--- src/rtl/plugboard_config.sv ---
// Plugboard configuration controller: CONNECT / DISCONNECT / CLEAR commands maintain a
// reciprocal 26-entry letter map. Define PLUGCFG_PAIR_LIMIT_EN to enforce the 10-cable limit.
module plugboard_config (
    input  logic         clk,
    input  logic         rst_n,
    input  logic         cmd_valid,
    output logic         cmd_ready,
    input  logic [1:0]   cmd_op,
    input  logic [4:0]   cmd_a,
    input  logic [4:0]   cmd_b,
    input  logic         cfg_lock,
    output logic         rsp_valid,
    output logic [2:0]   rsp_code,
    output logic [129:0] plug_map,
    output logic [3:0]   pair_count,
    output logic         map_stable
);
    localparam int unsigned N_LETTERS = 26;
    localparam int unsigned LW        = 5;
    localparam int unsigned CW        = 3;
    localparam int unsigned PW        = 4;

    localparam logic [1:0] OP_CLEAR      = 2'b00;
    localparam logic [1:0] OP_CONNECT    = 2'b01;
    localparam logic [1:0] OP_DISCONNECT = 2'b10;
    localparam logic [1:0] OP_RESERVED   = 2'b11;

    localparam logic [CW-1:0] RC_OK         = 3'd0;
    localparam logic [CW-1:0] RC_BAD_LETTER = 3'd1;
    localparam logic [CW-1:0] RC_SAME       = 3'd2;
    localparam logic [CW-1:0] RC_IN_USE     = 3'd3;
    localparam logic [CW-1:0] RC_NOT_PAIRED = 3'd4;
    localparam logic [CW-1:0] RC_LIMIT      = 3'd5;
    localparam logic [CW-1:0] RC_LOCKED     = 3'd6;
    localparam logic [CW-1:0] RC_BAD_OP     = 3'd7;

    localparam logic [LW-1:0] LAST_LETTER = LW'(N_LETTERS - 1);

    typedef enum logic [2:0] {
        IDLE, CHECK, WRITE_A, WRITE_B, CLEAR, RESP
    } state_t;

    state_t        state, next_state;
    logic [1:0]    op_q;
    logic [LW-1:0] a_q, b_q;
    logic [CW-1:0] code_q, chk_code;
    logic [LW-1:0] clr_idx;
    logic [LW-1:0] map_q [N_LETTERS];
    logic [LW-1:0] map_a, map_b;
    logic          a_ok, b_ok, limit_hit;

    // Flat view of the map: entry i in bits [5i+4:5i]
    for (genvar gi = 0; gi < N_LETTERS; gi++) begin : g_pack
        assign plug_map[gi*LW +: LW] = map_q[gi];
    end

`ifdef PLUGCFG_PAIR_LIMIT_EN
    assign limit_hit = (pair_count == PW'(10));
`else
    assign limit_hit = 1'b0;
`endif

    assign a_ok  = (a_q <= LAST_LETTER);
    assign b_ok  = (b_q <= LAST_LETTER);
    assign map_a = a_ok ? map_q[a_q] : a_q;
    assign map_b = b_ok ? map_q[b_q] : b_q;

    // State register
    always_ff @(posedge clk or negedge rst_n) begin
        if (!rst_n) state <= IDLE;
        else        state <= next_state;
    end

    // Next-state logic and prioritised command check
    always_comb begin
        next_state = state;
        chk_code   = RC_OK;

        if (cfg_lock)                        chk_code = RC_LOCKED;
        else if (op_q == OP_CLEAR)           chk_code = RC_OK;
        else if (op_q == OP_RESERVED)        chk_code = RC_BAD_OP;
        else if (!a_ok || !b_ok)             chk_code = RC_BAD_LETTER;
        else if (a_q == b_q)                 chk_code = RC_SAME;
        else if (op_q == OP_CONNECT && limit_hit)
                                             chk_code = RC_LIMIT;
        else if (op_q == OP_CONNECT && (map_a != a_q || map_b != b_q))
                                             chk_code = RC_IN_USE;
        else if (op_q == OP_DISCONNECT && map_a != b_q)
                                             chk_code = RC_NOT_PAIRED;

        case (state)
            IDLE:    if (cmd_valid && cmd_ready) next_state = CHECK;
            CHECK: begin
                if (chk_code != RC_OK)       next_state = RESP;
                else if (op_q == OP_CLEAR)   next_state = CLEAR;
                else                         next_state = WRITE_A;
            end
            WRITE_A: next_state = WRITE_B;
            WRITE_B: next_state = RESP;
            CLEAR:   if (clr_idx == LAST_LETTER) next_state = RESP;
            RESP:    next_state = IDLE;
            default: next_state = IDLE;
        endcase
    end

    // Datapath: command capture, map writes and registered outputs
    always_ff @(posedge clk or negedge rst_n) begin
        if (!rst_n) begin
            op_q       <= OP_CLEAR;
            a_q        <= '0;
            b_q        <= '0;
            code_q     <= RC_OK;
            clr_idx    <= '0;
            pair_count <= '0;
            cmd_ready  <= 1'b0;
            rsp_valid  <= 1'b0;
            rsp_code   <= RC_OK;
            map_stable <= 1'b1;
            for (int i = 0; i < N_LETTERS; i++) map_q[i] <= LW'(i);
        end else begin
            cmd_ready  <= (next_state == IDLE);
            rsp_valid  <= (state == RESP);
            map_stable <= !(next_state == WRITE_A || next_state == WRITE_B ||
                            next_state == CLEAR);
            if (state == RESP) rsp_code <= code_q;

            case (state)
                IDLE: begin
                    if (cmd_valid && cmd_ready) begin
                        op_q <= cmd_op;
                        a_q  <= cmd_a;
                        b_q  <= cmd_b;
                    end
                end
                CHECK: begin
                    code_q  <= chk_code;
                    clr_idx <= '0;
                end
                WRITE_A: map_q[a_q] <= (op_q == OP_CONNECT) ? b_q : a_q;
                WRITE_B: begin
                    map_q[b_q] <= (op_q == OP_CONNECT) ? a_q : b_q;
                    if (op_q == OP_CONNECT) pair_count <= pair_count + PW'(1);
                    else                    pair_count <= pair_count - PW'(1);
                end
                CLEAR: begin
                    map_q[clr_idx] <= clr_idx;
                    clr_idx        <= clr_idx + LW'(1);
                    if (clr_idx == LAST_LETTER) pair_count <= '0;
                end
                default: ;
            endcase
        end
    end
endmodule

--- config.mk ---
export PLATFORM = sky130hd
export DESIGN_NAME = plugboard_config
export DESIGN_NICKNAME = d
export VERILOG_FILES = /design/src/rtl/plugboard_config.sv
export SDC_FILE = /design/constraint.sdc
export NUM_CORES = 1
export LEC_CHECK = 0
export ABC_AREA = 1
export ABC_CLOCK_PERIOD_IN_PS = 5100
export CAP_MARGIN = 20
export CORE_ASPECT_RATIO = 1.25
export CORE_MARGIN = 5
export CORE_UTILIZATION = 30
export CTS_CLUSTER_DIAMETER = 150
export DETAILED_ROUTE_END_ITERATION = 12
export PLACE_DENSITY_LB_ADDON = 0.12
export SYNTH_ARGS = -nofsm -noshare
export SYNTH_HDL_FRONTEND = slang
export SYNTH_SLANG_ARGS = --single-unit
--- constraint.sdc ---
create_clock -name clk -period 5.1 [get_ports clk]
set_input_delay 1.02 -clock clk [delete_from_list [all_inputs] [get_ports clk]]
set_output_delay 1.02 -clock clk [all_outputs]
set_load 0.005 [all_outputs]
; After elaboration in Yosys (flattened, before gate mapping)
; Index checks and enable logic that the tools add are counted.
[op_classes]
reduce_logical = 22
n_eq_ne = 17
n_mux = 36
bitwise_logic = 3
order_cmp = 8
n_addsub = 3
[ops]
columns = operator, count
row1 = 130-bit bitwise mux, 3
row2 = 130-bit case mux with 3 select lines, 1
row3 = 5-bit demux with 5-bit select, 3
row4 = 5-bit 2-to-1 mux, 11
row5 = 5-bit binary-select mux with 5-bit select, 2
row6 = 3-bit 2-to-1 mux, 11
row7 = "6-bit >= comparator, second input constant", 3
row8 = "6-bit by 1-bit less-than comparator with 1-bit output, second input constant", 3
row9 = 5-bit NOT with 6-bit output, 3
row10 = 5-bit != test, 3
row11 = 3-bit case mux with 5 select lines, 1
row12 = "3-bit by 2-bit equality test with 1-bit output, second input constant", 4
row13 = "5-bit <= comparator, second input constant", 2
row14 = 5-bit case mux with 2 select lines, 1
row15 = "3-bit equality test, second input constant", 3
row16 = 4-bit 2-to-1 mux, 2
row17 = 4-bit case mux with 2 select lines, 1
row18 = 1-bit logical AND, 6
row19 = 3-bit zero test, 2
row20 = 3-bit nonzero test, 2
row21 = "5-bit by 1-bit adder with 5-bit output, second input constant", 1
row22 = 5-bit equality test, 1
row23 = "5-bit equality test, second input constant", 1
row24 = "4-bit by 1-bit adder with 4-bit output, second input constant", 1
row25 = 10 further kinds, 18
[totals]
in_bits = 16
out_inout_bits = 140
ff_bits = 163

; Longest topological paths before layout
; Gate-level depths: netlist (run 1).
[depth]
ltp_word = 21
mapped_depth = 24
mapped_depth_nobuf = 22

; Worst setup path after synthesis (run 1)
; Ideal clock, no wire load.
[synth_timing]
path_kind = reg-to-reg
start = register a_q[0]
end = register map_stable
arrival_ps = 2126
t_required_ps = 5027
stages_incl_launch_ff = 22
path_slack_ps = 2901
n_path_buf = 2
cell_sequence = dfrtp_1 > buf_6 > nand2_2 > buf_6 > nor2_1 > a21oi_1 > nand2_1 > nand2_1 > nand2_1 > nor2_1 > nand2_1 > nand2_1 > nand3_1 > nor2_1 > nand3_1 > nand2_1 > nand2_1 > a21oi_2 > nand3_1 > nand2_1 > nand2_2 > a21oi_1
[synth_between]
elab_chain_len = 21
word_cells_on_any_way = 30
[synth_rtl]
columns = element, line
row1 = from (decl), 45  ; logic [LW-1:0] a_q, b_q;
row2 = from (signal assigned), 131  ; a_q <= cmd_a;
row3 = 5-bit NOT with 6-bit output (not written as such), 65  ; assign map_a = a_ok ? map_q[a_q] : a_q;
row4 = 5-bit binary-select mux with 5-bit select, 65
row5 = 5-bit 2-to-1 mux (not written as such) (2 in series), 65
row6 = 5-bit 2-to-1 mux, 65
row7 = "5-bit != test, on equally long branches", "88, 86"
row8 = 1-bit logical AND or 1-bit logical OR (tied branches), "88, 86"
row9 = 3-bit 2-to-1 mux or 1-bit logical AND (tied branches), "88, 86"
row10 = 3-bit 2-to-1 mux, 86  ; else if (op_q == OP_CONNECT && (map_a != a_q || map_b != b_q))
row11 = (+5 left out), n/a
row12 = 3-bit nonzero test (*), 94  ; if (chk_code != RC_OK) next_state = RESP;
row13 = 3-bit 2-to-1 mux (*), 94
row14 = 3-bit case mux with 5 select lines (*), 91  ; case (state)
row15 = via next_state[2], 43  ; state_t state, next_state;
row16 = 3-bit by 2-bit equality test with 1-bit output, 123  ; map_stable <= !(next_state == WRITE_A || next_state == WRITE_B ||
row17 = 1-bit logical OR, 123
row18 = 1-bit logical OR (*), 123
row19 = 1-bit zero test (*), 123
row20 = to (signal assigned), 123
row21 = to (decl), 16  ; output logic map_stable
; The timed path passes the listed nets; every way through them passes the cells marked *. The select of a mux whose other input is x is not followed.
; A chain may end at the register's enable or synchronous reset.

; Worst setup path in the final report (run 1)
[layout_timing]
start = register b_q[0]
end = register map_stable
[layout_between]
elab_chain_len = 21
word_cells_on_any_way = 30
[layout_rtl]
columns = element, line
row1 = from (decl), 45
row2 = from (signal assigned), 132  ; b_q <= cmd_b;
row3 = 5-bit NOT with 6-bit output (not written as such), 66  ; assign map_b = b_ok ? map_q[b_q] : b_q;
row4 = 5-bit binary-select mux with 5-bit select, 66
row5 = 5-bit 2-to-1 mux (not written as such) (2 in series), 66
row6 = 5-bit 2-to-1 mux, 66
row7 = 5-bit != test, 86
row8 = 1-bit logical OR, 86
row9 = 1-bit logical AND, 86
row10 = 3-bit 2-to-1 mux, 86
row11 = (+5 left out), n/a
row12 = 3-bit nonzero test (*), 94
row13 = 3-bit 2-to-1 mux (*), 94
row14 = 3-bit case mux with 5 select lines (*), 91
row15 = via next_state[2], 43
row16 = 3-bit by 2-bit equality test with 1-bit output, 123
row17 = 1-bit logical OR, 123
row18 = 1-bit logical OR (*), 123
row19 = 1-bit zero test (*), 123
; Marks and branches as above.

==> impl_metrics.csv, run 1 <==
group,metric,value,unit
outcome,status,"complete, no violations",
critical_path,required,5500,ps
critical_path,cp_cell_sequence,"buf_4 -> nand2_1 -> o21ai_0 -> nor2_1 -> nor2_1 -> nor2_1 -> nand3_1 -> nand2_1 -> inv_1 -> nand3_1 -> nand2_1 -> nand3_1 -> nand2_1 -> nand2_1 -> a21oi_2 -> nand3_1 -> nand2_1 -> nand2_2 -> a21oi_1",
clock_tree,cts.htree.levels,4,
cells_and_area,antennaDiodeCount,0,
critical_path,cp_top_family,"simple AND/OR/NAND/NOR gates",
floorplanning,core,42100,sq um
placed_design,dpl_cell_area,15100,sq um
cells_and_area,instances_no_fill,2799,
grt,grt_max_degree,84,
synthesis,ys_types,53,
drt,ant_nets,0,
sta,finalHoldViolCount,0,
critical_path,worstReg2RegEnd,"map_stable$_DFF_PN1_",
clock_tree,clk_pin_slew_worst_paths,70,ps
placed_design,dp_cells,2766,
clock_tree,cts-hold-fix-buffers,0,
drt,first_iter_violations,1775,
sta,period_share,83.6,%
drt,num_vias,15762,
synthesis,post-synth-top-area-fraction,20.5,%
sta,whs,490,ps
cells_and_area,final_cell_area,15700,sq um
placed_design,hpwl,54600,um
worst_hold_path,worstHoldStart,"rsp_code[2]$_DFFE_PN0P_",
synthesis,syn_area,12800,sq um
critical_path,critPathMaxFanout,38,
clock_tree,root_buffer,"clkbuf_16",
clock_tree,cts_setup_buffers,0,
critical_path,ff2ff_path_depth,19,
cells_and_area,layout.nets,2250,
critical_path,crit_top_cell,"nand2_1",
worst_hold_path,hold_end,"rsp_code[2]$_DFFE_PN0P_",
critical_path,crit_buf_inv,2,
critical_path,max_stage_delay,870,ps
floorplanning,start_util,30.4,%
critical_path,cp_slowest_cell,"dfrtp_2",
cells_and_area,nFillCells,4647,
sta,setup_violations,0,
cells_and_area,drive_gt1_share,7.59,%
synthesis,ys_seq_area_share,32.4,%
pwr,power.total,10800,uW
synthesis,syn_area_per_cell,6.17,sq um
flow_run,max_cap_viol_count,0,
placed_design,gp_congestion,1.01,
critical_path,crit_arrival,4660,ps
worst_hold_path,hold_depth,2,
sta,tns,0,ps
synthesis,syn_inst,2077,
clock_tree,insertion_delay,480,ps
clock_tree,cts_sinks,163,
clock_tree,postCtsResizedCells,0,
sta,clock_skew,11.6,ps
pwr,power_density,688,nW/um^2
grt,grt_usage,31.2,%
synthesis,synth_nets,2100,
floorplanning,dieArea,47000,sq um
sta,period_needed,4260,ps
cells_and_area,syn_to_final_growth,22.9,%
grt,grt.overflow.total,0,
synthesis,synthArstFlopShare,100,%
critical_path,crit_type,"register to register",
pwr,leakagePower,0.00700,uW
drt,viasPerCell,5.63,
grt,grt_pass1_wl,107000,um
pwr,vdd_drop_max,0.354,mV
floorplanning,pin_count,156,
clock_tree,cts_buffer_depth,2,
synthesis,yosys_warnings,0,
synthesis,synth.top_cells.by_area,"dfrtp_1, nand2_1, dfstp_2, nor2_1, inv_1",
grt,antenna_found_initial,1,
grt,grt_pass1_vias,15455,
sta,max_freq,235,MHz
critical_path,end_kind,"register",
critical_path,r2r_start,"b_q[0]$_DFFE_PN0P_",
synthesis,synth_common_cells,"nand2_1, nor2_1, inv_1",
clock_tree,cts_tree,"yes",
drt,drt_first_pass_iters,6,
placed_design,portBuffers,155,
synthesis,yosys.area.top_type,"dfrtp_1",
floorplanning,die_x,195,um
synthesis,yosys_most_used_dff,"dfrtp_1",
critical_path,critPathLaunchType,"register",
synthesis,synth-seq-cells,163,
synthesis,synth_most_common_cell,"nand2_1",
sta,tightest_slew,1180,ps
drt,wl_per_cell,26.7,um
floorplanning,fp.dieH,241,um
sta,rsz0062_at_grt,"no",
sta,drv_slew,0,
synthesis,synth_edf_count,0,
sta,relSlewSlack,21.1,%
critical_path,r2r_slack,840,ps
clock_tree,cts_made_buffers,17,
floorplanning,num_rows,84,
drt,drc_errors,0,
worst_hold_path,holdCritPathClass,"register to register",
drt,wirelength,74800,um
[how the worst max path moves through the flow]
stage                        from                   end  cells past startpoint
2_1_floorplan  a_q[0]$_DFFE_PN0P_  map_stable$_DFF_PN1_                     21
3_3_place_gp   b_q[0]$_DFFE_PN0P_  map_stable$_DFF_PN1_                     19
3_5_place_dp   b_q[0]$_DFFE_PN0P_  map_stable$_DFF_PN1_                     19
4_1_cts        b_q[0]$_DFFE_PN0P_  map_stable$_DFF_PN1_                     19
5_1_grt        b_q[0]$_DFFE_PN0P_  map_stable$_DFF_PN1_                     19
6_report       b_q[0]$_DFFE_PN0P_  map_stable$_DFF_PN1_                     19
[metrics by stage]
step	worst slack [ps]	util (%)
2_1_floorplan	2900	-
3_3_place_gp	1120	35.8
3_5_place_dp	1070	35.8
4_1_cts	1040	37.3
5_1_grt	599	37.4
6_report	838	37.4
[per-layer routing]
layer | GRT usage (%) | share of wire (%) | vias up
met3 | 5.91 | 8.5 | 221
met1 | 38.5 | 39 | 7542
met4 | 17.7 | 6.3 | 0
li1 | - | - | 7078
met2 | 51.4 | 46 | 921
met5 | 0 | 0 | -
[cell usage in the layout, fill, tap and decap left out, types with 6 or more instances in the layout]
cell type / instances
nand2_1: 666
nor2_1: 283
inv_1: 277
o21ai_0: 182
clkdlybuf4s50_1: 154
o22ai_1: 115
dfrtp_1: 103
a21oi_1: 69
dfstp_2: 58
nand3_1: 50
buf_4: 47
nand4_1: 19
o211ai_1: 18
a22oi_1: 17
clkbuf_16: 17
nor3_1: 16
o221ai_1: 14
o2111ai_1: 12
inv_2: 8
nor2_2: 8
a31oi_1: 7
a221oi_1: 6
o31ai_1: 6
ha_1: 6
[area by class of cell]
class / instances / area, sq um / area share, %
Multi-Input combinational cell: 1552 / 7230 / 45.9
Sequential cell: 163 / 4150 / 26.4
Timing Repair Buffer: 204 / 1940 / 12.3
Inverter: 289 / 1080 / 6.89
Tap cell: 559 / 699 / 4.44
Clock buffer: 21 / 450 / 2.86
Clock inverter: 11 / 183 / 1.16
[tightest hold or removal path, delay by kind of cell (launching register included)]
kind | cells | cell delay [ps]
flops | 1 | 360
simple gates | 2 | 110
[logic make-up after synthesis]
kind of cell,synth area share (%)
xor gates and xnor gates,0.478
AOI/OAI and AO/OA,22.3
and+or+nand+nor,32.6
buffers and inverters,11.4
adders and majority gates,0.742
DFF,32.4
muxes,0.0879
[power breakdown]
group	switching (uW)	internal [uW]
sequential	801	1870
clock	576	876
combinational	4700	2010
Note: power is estimated with default switching activity, not from simulation.
==> run 2: changes to the inputs <==
ABC_CLOCK_PERIOD_IN_PS = 3520   (was 5100)
clock period = 3.52 ns   (was 5.1 ns; I/O delays follow)
==> run 2 against run 1 <==
Compared with the run above:
- worst hold slack got worse by 220 ps
- clock skew rose by 6.5 ps
- global-route usage is 1.2 points higher
- non-clock buffer count up 58
- clock power is 38% higher
- wire length increased by 4.2%
- first-iteration DRC count rose by 4.1%
- sequential share of layout area fell by 0.74 points
- critical path depth grew 1
- maximum frequency grew 30%
- highest routed layer is now met5
==> impl_metrics.csv, run 2 (synthesis results as in run 1) <==
group,metric,value,unit
outcome,status,"complete, no violations",
placed_design,portBuffers,155,
grt,grt.overflow.total,0,
sta,clock_skew,18.1,ps
floorplanning,die_x,195,um
sta,relSlewSlack,31.0,%
sta,setup_violations,0,
clock_tree,root_buffer,"clkbuf_16",
critical_path,crit_arrival,3640,ps
cells_and_area,syn_to_final_growth,26.5,%
critical_path,required,3890,ps
cells_and_area,drive_gt1_share,9.88,%
critical_path,crit_type,"register to register",
sta,period_needed,3270,ps
clock_tree,cts_made_buffers,17,
sta,tightest_slew,1030,ps
grt,grt_pass1_vias,15880,
critical_path,end_kind,"register",
critical_path,crit_top_cell,"nand2_1",
critical_path,crit_buf_inv,4,
floorplanning,core,42100,sq um
drt,ant_nets,0,
pwr,leakagePower,0.00726,uW
cells_and_area,layout.nets,2308,
critical_path,max_stage_delay,520,ps
drt,wirelength,78000,um
floorplanning,pin_count,156,
cells_and_area,layout_common_cells,"nand2_1, nor2_1, inv_1",
critical_path,critPathMaxFanout,17,
pwr,vdd_drop_max,0.465,mV
flow_run,max_cap_viol_count,0,
clock_tree,insertion_delay,490,ps
sta,drv_slew,0,
drt,viasPerCell,5.64,
cells_and_area,instances_no_fill,2858,
placed_design,hpwl,58800,um
sta,period_share,92.8,%
clock_tree,clk_pin_slew_worst_paths,80,ps
sta,whs,269,ps
grt,antenna_found_initial,1,
critical_path,cp_cell_sequence,"buf_4 -> nand2_8 -> clkinvlp_4 -> buf_4 -> nand2_1 -> nand3_1 -> nand2_1 -> nand2_1 -> nor2_1 -> nand2_1 -> nand2_1 -> nand3_1 -> nor2_1 -> nand3_1 -> nand3_1 -> nand2_1 -> nand2_1 -> nand3_1 -> a21oi_1 -> inv_1",
floorplanning,fp.dieH,241,um
grt,grt_max_degree,72,
worst_hold_path,holdCritPathClass,"input port to async pin",
cells_and_area,final_common_cell,"nand2_1",
sta,max_freq,306,MHz
floorplanning,start_util,30.4,%
clock_tree,cts-hold-fix-buffers,0,
placed_design,gp_congestion,1.05,
drt,drc_errors,0,
floorplanning,num_rows,84,
sta,finalHoldViolCount,0,
critical_path,cp_top_family,"simple AND/OR/NAND/NOR gates",
grt,grt_usage,32.3,%
drt,wl_per_cell,27.3,um
clock_tree,cts_sinks,163,
clock_tree,cts_buffer_depth,2,
sta,tns,0,ps
sta,rsz0062_at_grt,"no",
drt,drt_first_pass_iters,8,
clock_tree,cts_tree,"yes",
critical_path,critPathLaunchType,"register",
pwr,power_density,1000,nW/um^2
drt,num_vias,16112,
grt,grt_pass1_wl,111000,um
floorplanning,dieArea,47000,sq um
drt,first_iter_violations,1847,
placed_design,dp_cells,2823,
critical_path,cp_slowest_cell,"dfrtp_1",
clock_tree,cts.htree.levels,4,
[run 2: final cells by class]
type,count,area (sq um)
diodes,1,2.50
clock buffers,22,464
clock inverters,10,133
fillers,4637,25900
inverters,289,1090
multi-input cells,1552,7270
flip-flops and latches,163,4160
well taps,559,699
repair buffers,262,2400
[run 2: power by group]
part	internal, uW	total (uW)	switching (uW)	leakage (uW)
logic	3310	10500	7150	0.00501
registers	2710	3790	1080	0.00196
clock network	1150	2000	857	0.000286
[run 2: routing by layer]
metal | routed length [um] | GRT usage, % | up-vias
met5 | 16 | 0 | -
met4 | 5080 | 18.7 | 2
met3 | 7100 | 7.41 | 242
met2 | 35300 | 52.5 | 963
met1 | 30500 | 39.7 | 7671
li1 | - | - | 7234
[run 2: through the flow]
| stage | power [uW] | utilization, % | worst slack, ps | cell area, sq um |
|---|---|---|---|---|
| 6_report | 16200 | 38.5 | 253 | 16200 |
| 4_1_cts | 15900 | 38.3 | 149 | 16100 |
| 3_3_place_gp | 13900 | 36.9 | -119 | 15500 |
| 3_5_place_dp | 13800 | 36.9 | -18.5 | 15500 |
| 5_1_grt | 17000 | 38.5 | 7.96 | 16200 |
| 2_1_floorplan | 8270 | - | 1320 | 12800 |
[run 2: what timing repair did]
| action | 4_1_cts | 5_1_grt |
|---|---|---|
| buffers inserted | 0 | 2 |
| setup endpoints to repair | 3 | 4 |
| gates cloned | 0 | 0 |
| gates resized for setup | 1 | 9 |
[run 2: final timing paths]
kind,slack [ps],cells after the start,endpoint,start
max,250,20,state[0]$_DFF_PN0_,a_q[1]$_DFFE_PN0P_
min,270,1,async pin,rst_n
max reg2reg,250,20,state[0]$_DFF_PN0_,a_q[1]$_DFFE_PN0P_
min reg2reg,480,2,rsp_code[0]$_DFFE_PN0P_,rsp_code[0]$_DFFE_PN0P_
max in group asynchronous,2420,2,async pin,rst_n
min in group clk,480,2,rsp_code[0]$_DFFE_PN0P_,rsp_code[0]$_DFFE_PN0P_
